<file path="src/rtl/tile_plane_serializer_pkg.sv">
// tile_plane_serializer_pkg: shared video-pipeline constants and pixel/tile types.
package tile_plane_serializer_pkg;
  localparam int TILE_W = 8;
  localparam int BPP = 4;
  typedef struct packed {
    logic [BPP-1:0] pal;
    logic [BPP-1:0] dot;
  } pix_t;
  typedef pix_t [TILE_W-1:0] tile_t;
endpackage

</file>
<file path="src/rtl/tile_row_flip.sv">
// tile_row_flip: attaches the palette to a GFX ROM row and applies the horizontal flip.
module tile_row_flip
  import tile_plane_serializer_pkg::*;
(
  input  logic [31:0] ROM_D,
  input  logic [7:0]  COL,
  input  logic        FLIP,
  output tile_t       ROW
);
  logic h;
  logic col_unused;
  assign h = COL[0] ^ FLIP;
  assign col_unused = ^COL[3:1];
  always_comb begin
    for (int n = 0; n < TILE_W; n++)
      ROW[n] = '{pal: COL[7:4], dot: h ? ROM_D[BPP*(TILE_W-1-n) +: BPP] : ROM_D[BPP*n +: BPP]};
  end
endmodule

</file>
<file path="src/rtl/tile_plane_serializer.sv">
// tile_plane_serializer: two-tile window (CUR/NXT) read at PCNT+ZH, one registered pixel per PIX_EN.
module tile_plane_serializer
  import tile_plane_serializer_pkg::*;
(
  input  logic        clk_24M,
  input  logic        nRES,
  input  logic        PIX_EN,
  input  logic        LOAD,
  input  logic [31:0] ROM_D,
  input  logic [7:0]  COL,
  input  logic        FLIP,
  input  logic [2:0]  ZH,
  input  logic        LAYER_EN,
  output logic [3:0]  PIX_DOT,
  output logic [3:0]  PIX_PAL,
  output logic        PIX_OPAQUE
);
  tile_t row, cur_q, cur_d, nxt_q, nxt_d;
  logic [2:0] pcnt_q, pcnt_d;
  logic [3:0] dot_q, dot_d, pal_q, pal_d, idx;
  logic opq_q, opq_d;
  pix_t sel;
  tile_row_flip u_flip (.ROM_D(ROM_D), .COL(COL), .FLIP(FLIP), .ROW(row));
  // idx 8..14 reaches into the next tile, which is how fine scroll pulls pixels early
  assign idx = {1'b0, pcnt_q} + {1'b0, ZH};
  assign sel = idx[3] ? nxt_q[idx[2:0]] : cur_q[idx[2:0]];
  always_comb begin
    cur_d = cur_q;
    nxt_d = nxt_q;
    pcnt_d = pcnt_q;
    dot_d = dot_q;
    pal_d = pal_q;
    opq_d = opq_q;
    if (PIX_EN) begin
      dot_d = LAYER_EN ? sel.dot : '0;
      pal_d = LAYER_EN ? sel.pal : '0;
      opq_d = LAYER_EN && (sel.dot != '0);
      if (LOAD) begin
        nxt_d = row;
        cur_d = nxt_q;
        pcnt_d = '0;
      end else if (pcnt_q == 3'(TILE_W - 1)) begin
        cur_d = nxt_q;
        nxt_d = '0;
        pcnt_d = '0;
      end else begin
        pcnt_d = pcnt_q + 3'd1;
      end
    end
  end
  always_ff @(posedge clk_24M or negedge nRES) begin
    if (!nRES) begin
      cur_q <= '0;
      nxt_q <= '0;
      pcnt_q <= '0;
      dot_q <= '0;
      pal_q <= '0;
      opq_q <= 1'b0;
    end else begin
      cur_q <= cur_d;
      nxt_q <= nxt_d;
      pcnt_q <= pcnt_d;
      dot_q <= dot_d;
      pal_q <= pal_d;
      opq_q <= opq_d;
    end
  end
  assign PIX_DOT = dot_q;
  assign PIX_PAL = pal_q;
  assign PIX_OPAQUE = opq_q;
endmodule

</file>
<file path="config.mk">
export PLATFORM = sky130hd
export DESIGN_NAME = tile_plane_serializer
export DESIGN_NICKNAME = d
export VERILOG_FILES = /design/src/rtl/tile_plane_serializer_pkg.sv /design/src/rtl/tile_row_flip.sv /design/src/rtl/tile_plane_serializer.sv
export SDC_FILE = /design/constraint.sdc
export NUM_CORES = 1
export LEC_CHECK = 0
export BUFFER_PORTS_ARGS = -buffer_cell sky130_fd_sc_hd__buf_4
export CORE_MARGIN = 2
export CORE_UTILIZATION = 52
export DETAILED_ROUTE_END_ITERATION = 12
export GPL_TIMING_DRIVEN = 0
export PLACE_DENSITY_LB_ADDON = 0.08
export SYNTH_ARGS = -nofsm -noshare
export SYNTH_HDL_FRONTEND = slang
export SYNTH_SLANG_ARGS = --single-unit
</file>
<file path="constraint.sdc">
create_clock -name clk_24M -period 2.45 [get_ports clk_24M]
set_input_delay 0.49 -clock clk_24M [delete_from_list [all_inputs] [get_ports clk_24M]]
set_output_delay 0.49 -clock clk_24M [all_outputs]
set_load 0.01 [all_outputs]
</file>
==> summary.txt, run 1 <==
========================================================================================
Final wirelength ..........................................................     9.028 mm
Violation count after the first detailed-routing iteration ................          111
Clock Sinks ...............................................................           84
Ratio of final minimum period to clock period .............................       105.1%
Worst endpoint data arrival time ..........................................      2860 ps
Combined area of all synthesized cells ....................................     4140 um2
Count of boundary I/O pins ................................................           58
Horiz. Die Dim ............................................................     93.23 um
Mapped Avg Cell Area ......................................................    12.00 um2
Combinational share of power ..............................................        29.7%
Kind of start point of the critical path ..................................         flop
Data required time of the critical path ...................................      2730 ps
Overall die height ........................................................     93.23 um
Clock Path Buffers ........................................................            2
Fin nets ..................................................................          470
Class of the worst hold path ..............................................     in2async
Overall fraction of global-route tracks in use ............................       22.89%
Final total negative setup slack ..........................................    -178.8 ps
Site row count ............................................................           32
Share of power burned in the clock network ................................        25.6%
CTS clk-pin slew, worst paths .............................................        80 ps
Utilization after layout ..................................................       65.12%
Core box area .............................................................     7727 um2
Pleak .....................................................................  0.002385 uW
Post-route non-filler standard cell count .................................          521
Number of storage elements in the synthesis netlist .......................           84
Power per unit of standard cell area ...................................... 814.6 nW/um2
Final hold viol count .....................................................            0
Instance area at placement ................................................     4706 um2
Count of distinct cell types in the synthesized netlist ...................           36
Type of the worst setup path ..............................................      reg2reg
Clock tree root driver cell ............................................... sky130_fd_sc_hd__clkbuf_8
Cell count after synthesis ................................................          345
Failing checks ............................................................ setup timing
Maximum number of pins on one net before global-route repair ..............           85
Hpwl dp ...................................................................     6.469 mm
Starting utilization of the core area .....................................       53.58%
H-tree Lvls ...............................................................            3
Clock tree from TritonCTS .................................................         done
Num CTS Buffers ...........................................................            9
Share of flip-flops with an asynchronous set or reset after synthesis .....       100.0%
Port Buffers ..............................................................           53
Status .................................................................... finished with violations
Internal power ............................................................      2918 uW
Max-cap violations ........................................................            0
Post-route DRC violation count ............................................            0
Maximum fanout along the worst path .......................................           10
Number of enable-type register cells in the synthesized netlist ...........            0
Global-route wire length before repair ....................................     14.99 mm
Count of endpoints failing setup in the final report ......................            2
Maximum ir drop on the vdd rail ...........................................    0.3694 mV
Via count normalized by instance count ....................................        5.522
Routability Congestion ....................................................       0.7763
Portion of total power attributed to sequential cells .....................        44.7%
Pins Over Slew Limit ......................................................            0
Setup skew after layout ...................................................     5.850 ps
Placed insts ..............................................................          500
Number of search-and-repair iterations in the first detailed-routing pass .            4
Maximum operating frequency ...............................................    388.5 MHz
Minimum clock period after layout .........................................      2574 ps
Synth Warn # ..............................................................            0
Worst slew slack as a fraction of its limit ...............................       28.33%
Unrepaired setup endpoints after global routing ...........................          yes
Number of nets in the synthesized netlist .................................          400
Count of filler cells inserted in the layout ..............................          636
Via count of the first global-routing pass ................................        3,007
Global-route congestion overflow total ....................................            0
Fraction of the yosys area taken by sequential cells ......................       50.77%
Hold buffer count at cts ..................................................            0
Initial antenna violation count ...........................................            0
Post-route antenna net violation count ....................................            0
Share of post-route cells with drive strength above 1 .....................       35.56%
Number of antenna cells inserted ..........................................            0
Detailed-route via count ..................................................        2,877
Area enclosed by the die boundary .........................................     8692 um2
Routed length per placed instance .........................................     17.33 um
Setup ws final ............................................................    -123.9 ps
Net switching power of the design .........................................      1181 uW
Leading register cell type out of synthesis ............................... sky130_fd_sc_hd__dfrtp_1
Sw Ratio ..................................................................       28.81%
Slew @ Worst Pin ..........................................................      1071 ps
Worst slack, placed .......................................................    -466.5 ps
Post-route standard cell area excluding fillers ...........................     5032 um2
Crit. End Element .........................................................         flop
Clock latency at the later pin of the worst-skew pair .....................       350 ps
Area growth syn-to-layout .................................................       21.55%
========================================================================================
-- state kept, by name, indices dropped and copies added, names as in the netlist --
| signal | flops |
|---|---|
| PIX_PAL | 4 |
| nxt_q | 36 |
| PIX_DOT | 4 |
| pcnt_q | 3 |
| PIX_OPAQUE | 1 |
| cur_q | 36 |
-- synth_stat cells (3+ instances only) --
cell	instances	area (um2)
sky130_fd_sc_hd__dfrtp_1	84	2102
sky130_fd_sc_hd__nand2_1	49	183.9
sky130_fd_sc_hd__mux2i_1	38	380.4
sky130_fd_sc_hd__mux2_2	36	405.4
sky130_fd_sc_hd__o21ai_0	35	175.2
sky130_fd_sc_hd__inv_1	14	52.55
sky130_fd_sc_hd__clkbuf_1	13	48.80
sky130_fd_sc_hd__mux4_2	9	202.7
sky130_fd_sc_hd__nor3_1	9	45.04
sky130_fd_sc_hd__o22ai_1	8	50.05
sky130_fd_sc_hd__nand3_1	7	35.03
sky130_fd_sc_hd__ha_1	5	62.56
sky130_fd_sc_hd__mux4_1	4	105.1
sky130_fd_sc_hd__buf_2	3	15.01
sky130_fd_sc_hd__nor3b_1	3	22.52
sky130_fd_sc_hd__or4_1	3	22.52
-- placed cells by master, fill, tap and decap left out, drive strengths merged, types with 5 or more instances in the layout --
| cell | instances |
|---|---|
| dfrtp | 84 |
| buf | 66 |
| nand2 | 49 |
| mux2i | 38 |
| o21ai | 37 |
| mux2 | 36 |
| clkbuf | 24 |
| inv | 14 |
| mux4 | 14 |
| nor3 | 9 |
| o22ai | 8 |
| nand3 | 7 |
| ha | 5 |
-- worst max-delay path, stage by stage, from the launching register on --
cell and delay [ps]:
sky130_fd_sc_hd__dfrtp_1 420, sky130_fd_sc_hd__ha_4 180, sky130_fd_sc_hd__inv_2 50, sky130_fd_sc_hd__fa_2 420
sky130_fd_sc_hd__buf_6 140, sky130_fd_sc_hd__clkbuf_16 160, sky130_fd_sc_hd__mux4_4 280, sky130_fd_sc_hd__nor3_1 50
sky130_fd_sc_hd__or4_4 530, sky130_fd_sc_hd__a41o_1 240, sky130_fd_sc_hd__o21ai_2 50
-- through the flow --
| stage | power (uW) | hold WS, ps |
|---|---|---|
| global placement | 2902 | 471.1 |
| floorplan | 2572 | 194.4 |
| global route | 4326 | 365.5 |
| finish | 4100 | 320.4 |
| CTS | 4073 | 352.5 |
| detailed placement | 2942 | 484.3 |
-- final timing paths --
kind,from,end,slack (ps),cells past startpoint
max,pcnt_q[0],PIX_OPAQUE,-120,10
min,nRES,nxt_q[50],320,1
max reg2reg,pcnt_q[0],PIX_OPAQUE,-120,10
min reg2reg,nxt_q[5],nxt_q[5],490,2
max in group asynchronous,nRES,PIX_DOT[1],1450,1
min in group clk_24M,COL[6],nxt_q[6],370,3
-- area by class of cell --
class                      count  area (um2)  share of cell area [%]
sequential                    84        2102                   41.77
multi-input combinational    226        1929                   38.34
timing repair buffer          59       470.5                   9.349
buffer                        21       145.1                   2.884
clock buffer                  10       127.6                   2.536
tap                          102       127.6                   2.536
clock inverter                 5       77.57                   1.542
inverter                      14       52.55                   1.044
-- routing by layer --
metal  track usage [%]  up-vias  part of all wire [%]
met1             30.96     1444                    46
met5                 0        -                     0
met3             3.465       14                   2.4
met4             7.966        0                   1.6
li1                  -     1371                     -
met2             37.95       48                    50
-- cell families (layout without fill, tap and decap cells) --
family	after synthesis	after routing	synth area share (%)
flip-flops	84	84	50.77
XOR/XNOR	4	4	1.028
multiplexers	88	88	27.02
AND/OR/NAND/NOR	78	78	8.492
adder cells (fa/ha/maj)	6	6	1.995
AO/OA/AOI/OAI	50	50	6.649
buffers and inverters	35	109	4.049
-- power groups by stage --
stage	combinational, uW	sequential, uW	clock (uW)
CTS	1170	1830	1070
floorplan	765	1810	0
global route	1330	1870	1130
global placement	1060	1840	0
finish	1220	1830	1050
detailed placement	1080	1860	0
-- timing repair --
action	CTS	global route
endpoints found under the setup margin	19	39
endpoints found under the hold margin	0	0
buffers inserted	5	1
gates resized for setup	6	19
pin swaps	2	3
(Power assumes the default switching activity.)
==> inputs of run 2 (changes only) <==
--- a/config.mk
+++ b/config.mk
@@ -5,10 +5,10 @@
 export SDC_FILE = /design/constraint.sdc
 export NUM_CORES = 1
 export LEC_CHECK = 0
-export BUFFER_PORTS_ARGS = -buffer_cell sky130_fd_sc_hd__buf_4
 export CORE_MARGIN = 2
-export CORE_UTILIZATION = 52
+export CORE_UTILIZATION = 65
 export DETAILED_ROUTE_END_ITERATION = 12
+export DONT_BUFFER_PORTS = 1
 export GPL_TIMING_DRIVEN = 0
 export PLACE_DENSITY_LB_ADDON = 0.08
 export SYNTH_ARGS = -nofsm -noshare
==> constraint.sdc (replaced) <==
create_clock -name clk_24M -period 3.1 [get_ports clk_24M]
set_input_delay 0.62 -clock clk_24M [delete_from_list [all_inputs] [get_ports clk_24M]]
set_output_delay 0.62 -clock clk_24M [all_outputs]
set_load 0.01 [all_outputs]
==> run 2 against run 1 <==
  * The flow now finishes without violations
  * Sequential share of layout area grew 5.8 points
  * Clock skew grew 6.9 ps
  * Combinational power shrank 41%
  * Hold slack lost 170 ps
  * Count of clock-buffer cells in the layout grew 1
  * Worst setup slack gained 300 ps
  * Final area shrank 12%
  * Cell count shrank 16%
  * Clock power shrank 36%
==> summary.txt, run 2 (synthesized netlist as in run 1, its figures left out) <==
========================================================================================
Post-route standard cell area excluding fillers ...........................     4417 um2   was 5032 um2
Clock tree root driver cell ............................................... sky130_fd_sc_hd__clkbuf_8   unchanged
Clock Sinks ...............................................................           84   unchanged
Count of filler cells inserted in the layout ..............................          470   was 636
Total number of cells along the worst setup path ..........................           10   unchanged
Portion of total power attributed to sequential cells .....................        51.2%   was 44.7%
Core box area .............................................................     6241 um2   was 7727 um2
Setup ws final ............................................................     172.7 ps   was -123.9 ps
Most frequent standard cell in the layout excluding fill and tap cells .... sky130_fd_sc_hd__dfrtp_1   unchanged
Global-route congestion overflow total ....................................            0   unchanged
Utilization after layout ..................................................       70.77%   was 65.12%
Class of the worst hold path ..............................................     in2async   unchanged
Overall die height ........................................................     83.81 um   was 93.23 um
Type of the worst setup path ..............................................      reg2reg   unchanged
Pleak .....................................................................  0.002067 uW   was 0.002385 uW
Highest-delay cell along the critical path ................................ sky130_fd_sc_hd__mux4_2   was sky130_fd_sc_hd__or4_4
Clock Path Buffers ........................................................            2   unchanged
Register-to-register setup slack ..........................................       170 ps   was -120 ps
Post-route DRC violation count ............................................            0   unchanged
Minimum clock period after layout .........................................      2927 ps   was 2574 ps
Num CTS Buffers ...........................................................            9   unchanged
Share of power burned in the clock network ................................        23.5%   was 25.6%
Kind of start point of the critical path ..................................         flop   unchanged
Post-route antenna net violation count ....................................            0   unchanged
Area growth syn-to-layout .................................................       6.679%   was 21.55%
Family with the most delay on the worst path ..............................  adder cells   unchanged
Hpwl dp ...................................................................     6.259 mm   was 6.469 mm
Detailed-route via count ..................................................        2,721   was 2,877
Worst slack, placed .......................................................    -217.1 ps   was -466.5 ps
Number of antenna cells inserted ..........................................            0   unchanged
Number of search-and-repair iterations in the first detailed-routing pass .            4   unchanged
Data required time of the critical path ...................................      3340 ps   was 2730 ps
Maximum fanout along the worst path .......................................           10   unchanged
Most frequent cells in the layout ......................................... 84 x sky130_fd_sc_hd__dfrtp_1, 49 x sky130_fd_sc_hd__nand2_1, 38 x sky130_fd_sc_hd__mux2i_1, 36 x sky130_fd_sc_hd__mux2_2, 35 x sky130_fd_sc_hd__o21ai_0   was 84 x sky130_fd_sc_hd__dfrtp_1, 55 x sky130_fd_sc_hd__buf_4, 49 x sky130_fd_sc_hd__nand2_1, 38 x sky130_fd_sc_hd__mux2i_1, 36 x sky130_fd_sc_hd__mux2_2
Initial antenna violation count ...........................................            0   unchanged
Via count of the first global-routing pass ................................        2,874   was 3,007
Status .................................................................... complete, no violations   was finished with violations
Routed length per placed instance .........................................     19.52 um   was 17.33 um
Count of endpoints failing setup in the final report ......................            0   was 2
Maximum number of pins on one net before global-route repair ..............           85   unchanged
Combinational share of power ..............................................        25.3%   was 29.7%
Clock tree from TritonCTS .................................................         done   unchanged
Worst reg2reg endpoint ....................................................   PIX_OPAQUE   unchanged
Final wirelength ..........................................................     8.511 mm   was 9.028 mm
Internal power ............................................................      1996 uW   was 2918 uW
Overall fraction of global-route tracks in use ............................       26.88%   was 22.89%
CP max stage delay ........................................................       510 ps   was 530 ps
Net switching power of the design .........................................     860.7 uW   was 1181 uW
Starting utilization of the core area .....................................       66.34%   was 53.58%
Share of post-route cells with drive strength above 1 .....................       19.50%   was 35.56%
Maximum operating frequency ...............................................    341.6 MHz   was 388.5 MHz
Worst slew slack as a fraction of its limit ...............................       32.68%   was 28.33%
Buf+Inv Stages, Crit Path .................................................            2   was 3
Pins Over Slew Limit ......................................................            0   unchanged
Clock latency at the later pin of the worst-skew pair .....................       350 ps   about the same
Worst Reg2Reg Path Length in Cells ........................................           10   unchanged
Horiz. Die Dim ............................................................     83.81 um   was 93.23 um
List of cells traversed by the critical path .............................. ha_1 > inv_1 > fa_1 > xnor2_2 > buf_6 > mux4_2 > nor3_1 > or4_1 > a41o_1 > o21ai_2   was ha_4 > inv_2 > fa_2 > buf_6 > clkbuf_16 > mux4_4 > nor3_1 > or4_4 > a41o_1 > o21ai_2
CTS clk-pin slew, worst paths .............................................        90 ps   was 80 ps
H-tree Lvls ...............................................................            3   unchanged
Sequential cell area ......................................................     2102 um2   unchanged
Max-cap violations ........................................................            0   unchanged
Crit. End Element .........................................................         flop   unchanged
Ratio of final minimum period to clock period .............................       94.43%   was 105.1%
Biggest regs .............................................................. cur_q x36, nxt_q x36   unchanged
CP Launch Point ...........................................................    pcnt_q[0]   unchanged
Routability Congestion ....................................................       0.8038   was 0.7763
Maximum ir drop on the vdd rail ...........................................    0.3587 mV   was 0.3694 mV
Port Buffers ..............................................................            0   was 53
Power per unit of standard cell area ...................................... 646.8 nW/um2   was 814.6 nW/um2
Area enclosed by the die boundary .........................................     7024 um2   was 8692 um2
Overall power consumption .................................................      2857 uW   was 4100 uW
Worst hold slack across all endpoints .....................................     151.3 ps   was 320.4 ps
Slew @ Worst Pin ..........................................................      1006 ps   was 1071 ps
Beginning of the worst register-to-register path ..........................    pcnt_q[0]   unchanged
Multi-input logic area ....................................................     1871 um2   was 1929 um2
Endpoint of the most critical setup path ..................................   PIX_OPAQUE   unchanged
Global-route wire length before repair ....................................     14.38 mm   was 14.99 mm
Sw Ratio ..................................................................       30.13%   was 28.81%
Count of boundary I/O pins ................................................           58   unchanged
Setup skew after layout ...................................................     12.77 ps   was 5.850 ps
Instance area at placement ................................................     4237 um2   was 4706 um2
Unrepaired setup endpoints after global routing ...........................           no   was yes
Fin nets ..................................................................          411   was 470
Site row count ............................................................           29   was 32
Via count normalized by instance count ....................................        6.241   was 5.522
Violation count after the first detailed-routing iteration ................          202   was 111
Final hold viol count .....................................................            0   unchanged
Worst endpoint data arrival time ..........................................      3170 ps   was 2860 ps
========================================================================================
[run 2: changes by cell type in the layout (fill, tap and decap cells not counted), moves of 3 or more]
cell and delta:
sky130_fd_sc_hd__mux4_2 -3, sky130_fd_sc_hd__buf_6 -5, sky130_fd_sc_hd__clkbuf_1 +4, sky130_fd_sc_hd__or4_4 -3, sky130_fd_sc_hd__or4_1 +3, sky130_fd_sc_hd__buf_4 -53, sky130_fd_sc_hd__clkbuf_2 -4, sky130_fd_sc_hd__mux4_1 +3
[run 2: layout make-up]
type	count	area share, %
clock inverter	3	0.3399
inverter	14	1.190
buffer	20	2.521
timing repair buffer	1	0.6232
tap	77	2.181
clock buffer	11	3.201
multi-input combinational	226	42.35
sequential	84	47.59
[run 2: timing repair]
item	4_1_cts	5_1_grt
endpoints found under the hold margin	84	0
setup buffers	0	0
hold buffers	1	0
setup endpoints to repair	1	0
resized for setup	0	0
[run 2: power by group through the flow]
stage / Clock [uW] / Combinational (uW) / Sequential [uW]
floorplan: 0 / 585 / 1430
global placement: 0 / 688 / 1470
detailed placement: 0 / 709 / 1490
CTS: 677 / 731 / 1460
global route: 731 / 802 / 1490
finish: 672 / 723 / 1460
[run 2: per-layer routing]
layer | global-route usage (%) | wire, um | vias to the layer above
li1 | - | - | 1262
met1 | 35.93 | 3675 | 1381
met2 | 42.76 | 4289 | 65
met3 | 6.924 | 411 | 13
met4 | 10.26 | 136 | 0
met5 | 0 | 0 | -
[run 2: worst min-delay path by stage]
stage,end,cells past startpoint
4_1_cts,nxt_q[50],1
5_1_grt,nxt_q[34],1
6_report,nxt_q[34],1
2_1_floorplan,PIX_DOT[0],0
3_3_place_gp,nxt_q[50],0
3_5_place_dp,nxt_q[50],0
[run 2: stage by stage]
| step | TNS (ps) | instances |
|---|---|---|
| after floorplan | 0 | 345 |
| after detailed placement | -243.1 | 422 |
| after CTS | 0 | 436 |
| after global placement | -171.8 | 422 |
| final | 0 | 436 |
| after global routing | 0 | 436 |
==> inputs of run 3 (changes only) <==
--- a/config.mk
+++ b/config.mk
@@ -11,6 +11,7 @@
 export DONT_BUFFER_PORTS = 1
 export GPL_TIMING_DRIVEN = 0
 export PLACE_DENSITY_LB_ADDON = 0.08
+export RECOVER_POWER = 50
 export SYNTH_ARGS = -nofsm -noshare
 export SYNTH_HDL_FRONTEND = slang
 export SYNTH_SLANG_ARGS = --single-unit
==> run 3 against run 2 <==
  * The flow now finishes with violations (capacitance limit, slew limit)
  * Sequential power about the same
  * Die area unchanged
  * Final area down 0.51%
  * Hold slack better by 270 ps
  * Clock skew down 1.5 ps
  * Sequential share of layout area up 0.24 points
  * Count of clock-buffer cells in the layout unchanged
  * Critical path type unchanged
  * Highest routed layer unchanged
==> summary.txt, run 3 (synthesized netlist as in run 1, its figures left out) <==
========================================================================================
Area growth syn-to-layout .................................................       6.135%   was 6.679%
Setup skew after layout ...................................................     11.24 ps   was 12.77 ps
Data required time of the critical path ...................................      3340 ps   about the same
Overall die height ........................................................     83.81 um   unchanged
Pins Over Slew Limit ......................................................           85   was 0
Hpwl dp ...................................................................     6.259 mm   unchanged
Setup Fix Bufs, Post-CTS ..................................................            0   unchanged
Maximum ir drop on the vdd rail ...........................................    0.3588 mV   was 0.3587 mV
Clock tree root driver cell ............................................... sky130_fd_sc_hd__clkbuf_8   unchanged
Horiz. Die Dim ............................................................     83.81 um   unchanged
Area enclosed by the die boundary .........................................     7024 um2   unchanged
Failing checks ............................................................ capacitance limit, slew limit
Share of post-route cells with drive strength above 1 .....................       19.50%   unchanged
Initial antenna violation count ...........................................            0   unchanged
Count of filler cells inserted in the layout ..............................          473   was 470
Internal power ............................................................      1993 uW   was 1996 uW
Worst reg2reg endpoint ....................................................   PIX_OPAQUE   unchanged
Net switching power of the design .........................................     863.9 uW   was 860.7 uW
Global-route congestion overflow total ....................................            0   unchanged
CP max stage delay ........................................................       510 ps   about the same
Number of search-and-repair iterations in the first detailed-routing pass .            4   unchanged
Kind of start point of the critical path ..................................         flop   unchanged
Via count of the first global-routing pass ................................        2,874   unchanged
Sequential cell area ......................................................     2102 um2   unchanged
Crit. End Element .........................................................         flop   unchanged
Starting utilization of the core area .....................................       66.34%   unchanged
Global-route wire length before repair ....................................     14.38 mm   unchanged
Num CTS Buffers ...........................................................            9   unchanged
Overall fraction of global-route tracks in use ............................       26.88%   unchanged
Maximum fanout along the worst path .......................................           10   unchanged
Worst endpoint data arrival time ..........................................      3170 ps   about the same
Worst Reg2Reg Path Length in Cells ........................................           10   unchanged
Status .................................................................... finished with violations   was complete, no violations
Final wirelength ..........................................................     8.560 mm   was 8.511 mm
Maximum number of pins on one net before global-route repair ..............           85   unchanged
Utilization after layout ..................................................       70.41%   was 70.77%
Power per unit of standard cell area ...................................... 650.1 nW/um2   was 646.8 nW/um2
Fin nets ..................................................................          411   unchanged
Worst slew slack as a fraction of its limit ...............................      -36.24%   was 32.68%
Core box area .............................................................     6241 um2   unchanged
CP Launch Point ...........................................................    pcnt_q[0]   unchanged
Final hold viol count .....................................................            0   unchanged
Beginning of the worst register-to-register path ..........................    pcnt_q[0]   unchanged
Slew @ Worst Pin ..........................................................      2044 ps   was 1006 ps
Gates resized, CTS repair .................................................            0   unchanged
Post-route antenna net violation count ....................................            0   unchanged
Class of the worst hold path ..............................................       in2reg   was in2async
Unrepaired setup endpoints after global routing ...........................           no   unchanged
Number of antenna cells inserted ..........................................            0   unchanged
Highest-delay cell along the critical path ................................ sky130_fd_sc_hd__mux4_2   unchanged
Portion of total power attributed to sequential cells .....................        51.2%   about the same
Most frequent standard cell in the layout excluding fill and tap cells .... sky130_fd_sc_hd__dfrtp_1   unchanged
Biggest regs .............................................................. cur_q x36, nxt_q x36   unchanged
CTS clk-pin slew, worst paths .............................................        80 ps   was 90 ps
Via count normalized by instance count ....................................        6.271   was 6.241
Detailed-route via count ..................................................        2,734   was 2,721
Pleak .....................................................................  0.002058 uW   was 0.002067 uW
Count of boundary I/O pins ................................................           58   unchanged
Multi-input logic area ....................................................     1871 um2   unchanged
Violation count after the first detailed-routing iteration ................          202   unchanged
Routed length per placed instance .........................................     19.63 um   was 19.52 um
Endpoint of the most critical setup path ..................................   PIX_OPAQUE   unchanged
H-tree Lvls ...............................................................            3   unchanged
Maximum operating frequency ...............................................    341.5 MHz   was 341.6 MHz
Port Buffers ..............................................................            0   unchanged
Sw Ratio ..................................................................       30.24%   was 30.13%
Most frequent cells in the layout ......................................... 84 x sky130_fd_sc_hd__dfrtp_1, 49 x sky130_fd_sc_hd__nand2_1, 38 x sky130_fd_sc_hd__mux2i_1, 36 x sky130_fd_sc_hd__mux2_2, 35 x sky130_fd_sc_hd__o21ai_0   unchanged
Share of power burned in the clock network ................................        23.6%   was 23.5%
Count of endpoints failing setup in the final report ......................            0   unchanged
Post-route DRC violation count ............................................            0   unchanged
Max-cap violations ........................................................            1   was 0
Minimum clock period after layout .........................................      2928 ps   was 2927 ps
Clock Sinks ...............................................................           84   unchanged
Register-to-register setup slack ..........................................       170 ps   about the same
Ratio of final minimum period to clock period .............................       94.46%   was 94.43%
Clock tree from TritonCTS .................................................         done   unchanged
Type of the worst setup path ..............................................      reg2reg   unchanged
List of cells traversed by the critical path .............................. ha_1 > inv_1 > fa_1 > xnor2_2 > buf_6 > mux4_2 > nor3_1 > or4_1 > a41o_1 > o21ai_2   unchanged
Clock Path Buffers ........................................................            2   unchanged
Site row count ............................................................           29   unchanged
Combinational share of power ..............................................        25.3%   about the same
Final total negative setup slack ..........................................         0 ps   unchanged
Clock latency at the later pin of the worst-skew pair .....................       350 ps   about the same
Routability Congestion ....................................................       0.8038   unchanged
========================================================================================
==> run 3: worst min-delay path by stage <==
| stage | slack [ps] | startpoint | end | depth (start not counted) |
|---|---|---|---|---|
| 2_1_floorplan | 320 | nRES | PIX_DOT[0] | 0 |
| 3_3_place_gp | 330 | nRES | nxt_q[50] | 0 |
| 3_5_place_dp | 330 | nRES | nxt_q[50] | 0 |
| 4_1_cts | 180 | nRES | nxt_q[50] | 1 |
| 5_1_grt | 410 | COL[4] | nxt_q[4] | 2 |
| 6_report | 420 | COL[4] | nxt_q[4] | 2 |
==> run 3: layer usage <==
layer	up-vias	GRT usage (%)	wire, um	part of all wire [%]
met3	13	6.924	449	5.2
met1	1389	35.93	3696	43
met4	0	10.26	120	1.4
li1	1261	-	-	-
met5	-	0	0	0
met2	71	42.76	4293	50
==> run 3: power by group through the flow <==
stage | logic, uW | registers [uW] | clock network (uW)
floorplan | 585 | 1430 | 0
global placement | 688 | 1470 | 0
detailed placement | 709 | 1490 | 0
CTS | 731 | 1460 | 677
global route | 798 | 1490 | 731
finish | 721 | 1460 | 673
==> run 3: per-stage QoR <==
stage | cell area (um2) | total power [uW] | hold WS (ps) | worst slack (ps) | std cells
after global placement | 4237 | 2159 | 326.9 | -171.8 | 422
after detailed placement | 4237 | 2195 | 326.5 | -217.1 | 422
after floorplan | 4140 | 2013 | 324.4 | 261.5 | 345
after CTS | 4417 | 2870 | 179.0 | 181.7 | 436
after global routing | 4394 | 3018 | 411.5 | 34.48 | 436
final | 4394 | 2857 | 420.9 | 171.8 | 436
==> run 3: what timing repair did <==
item                       in CTS  in global routing
hold buffers                    1                  0
setup endpoints to repair       1                  0
hold endpoints to repair       84                  0
==> run 3: worst max-delay path: cells and delay by family (launching register included) <==
family	cells	cell delay [ps]
XOR/XNOR	1	410
buffers and inverters	2	280
multiplexers	1	510
AO/OA/AOI/OAI	2	270
adder cells (fa/ha/maj)	2	620
AND/OR/NAND/NOR	2	350
flip-flops	1	380
==> run 3: final cells by class <==
type,instances,share of cell area [%]
repair buffers,1,0.1139
plain buffers,20,2.534
inverters,14,1.196
well taps,77,2.192
clock buffers,11,3.218
flip-flops and latches,84,47.84
clock inverters,3,0.3417
multi-input cells,226,42.57
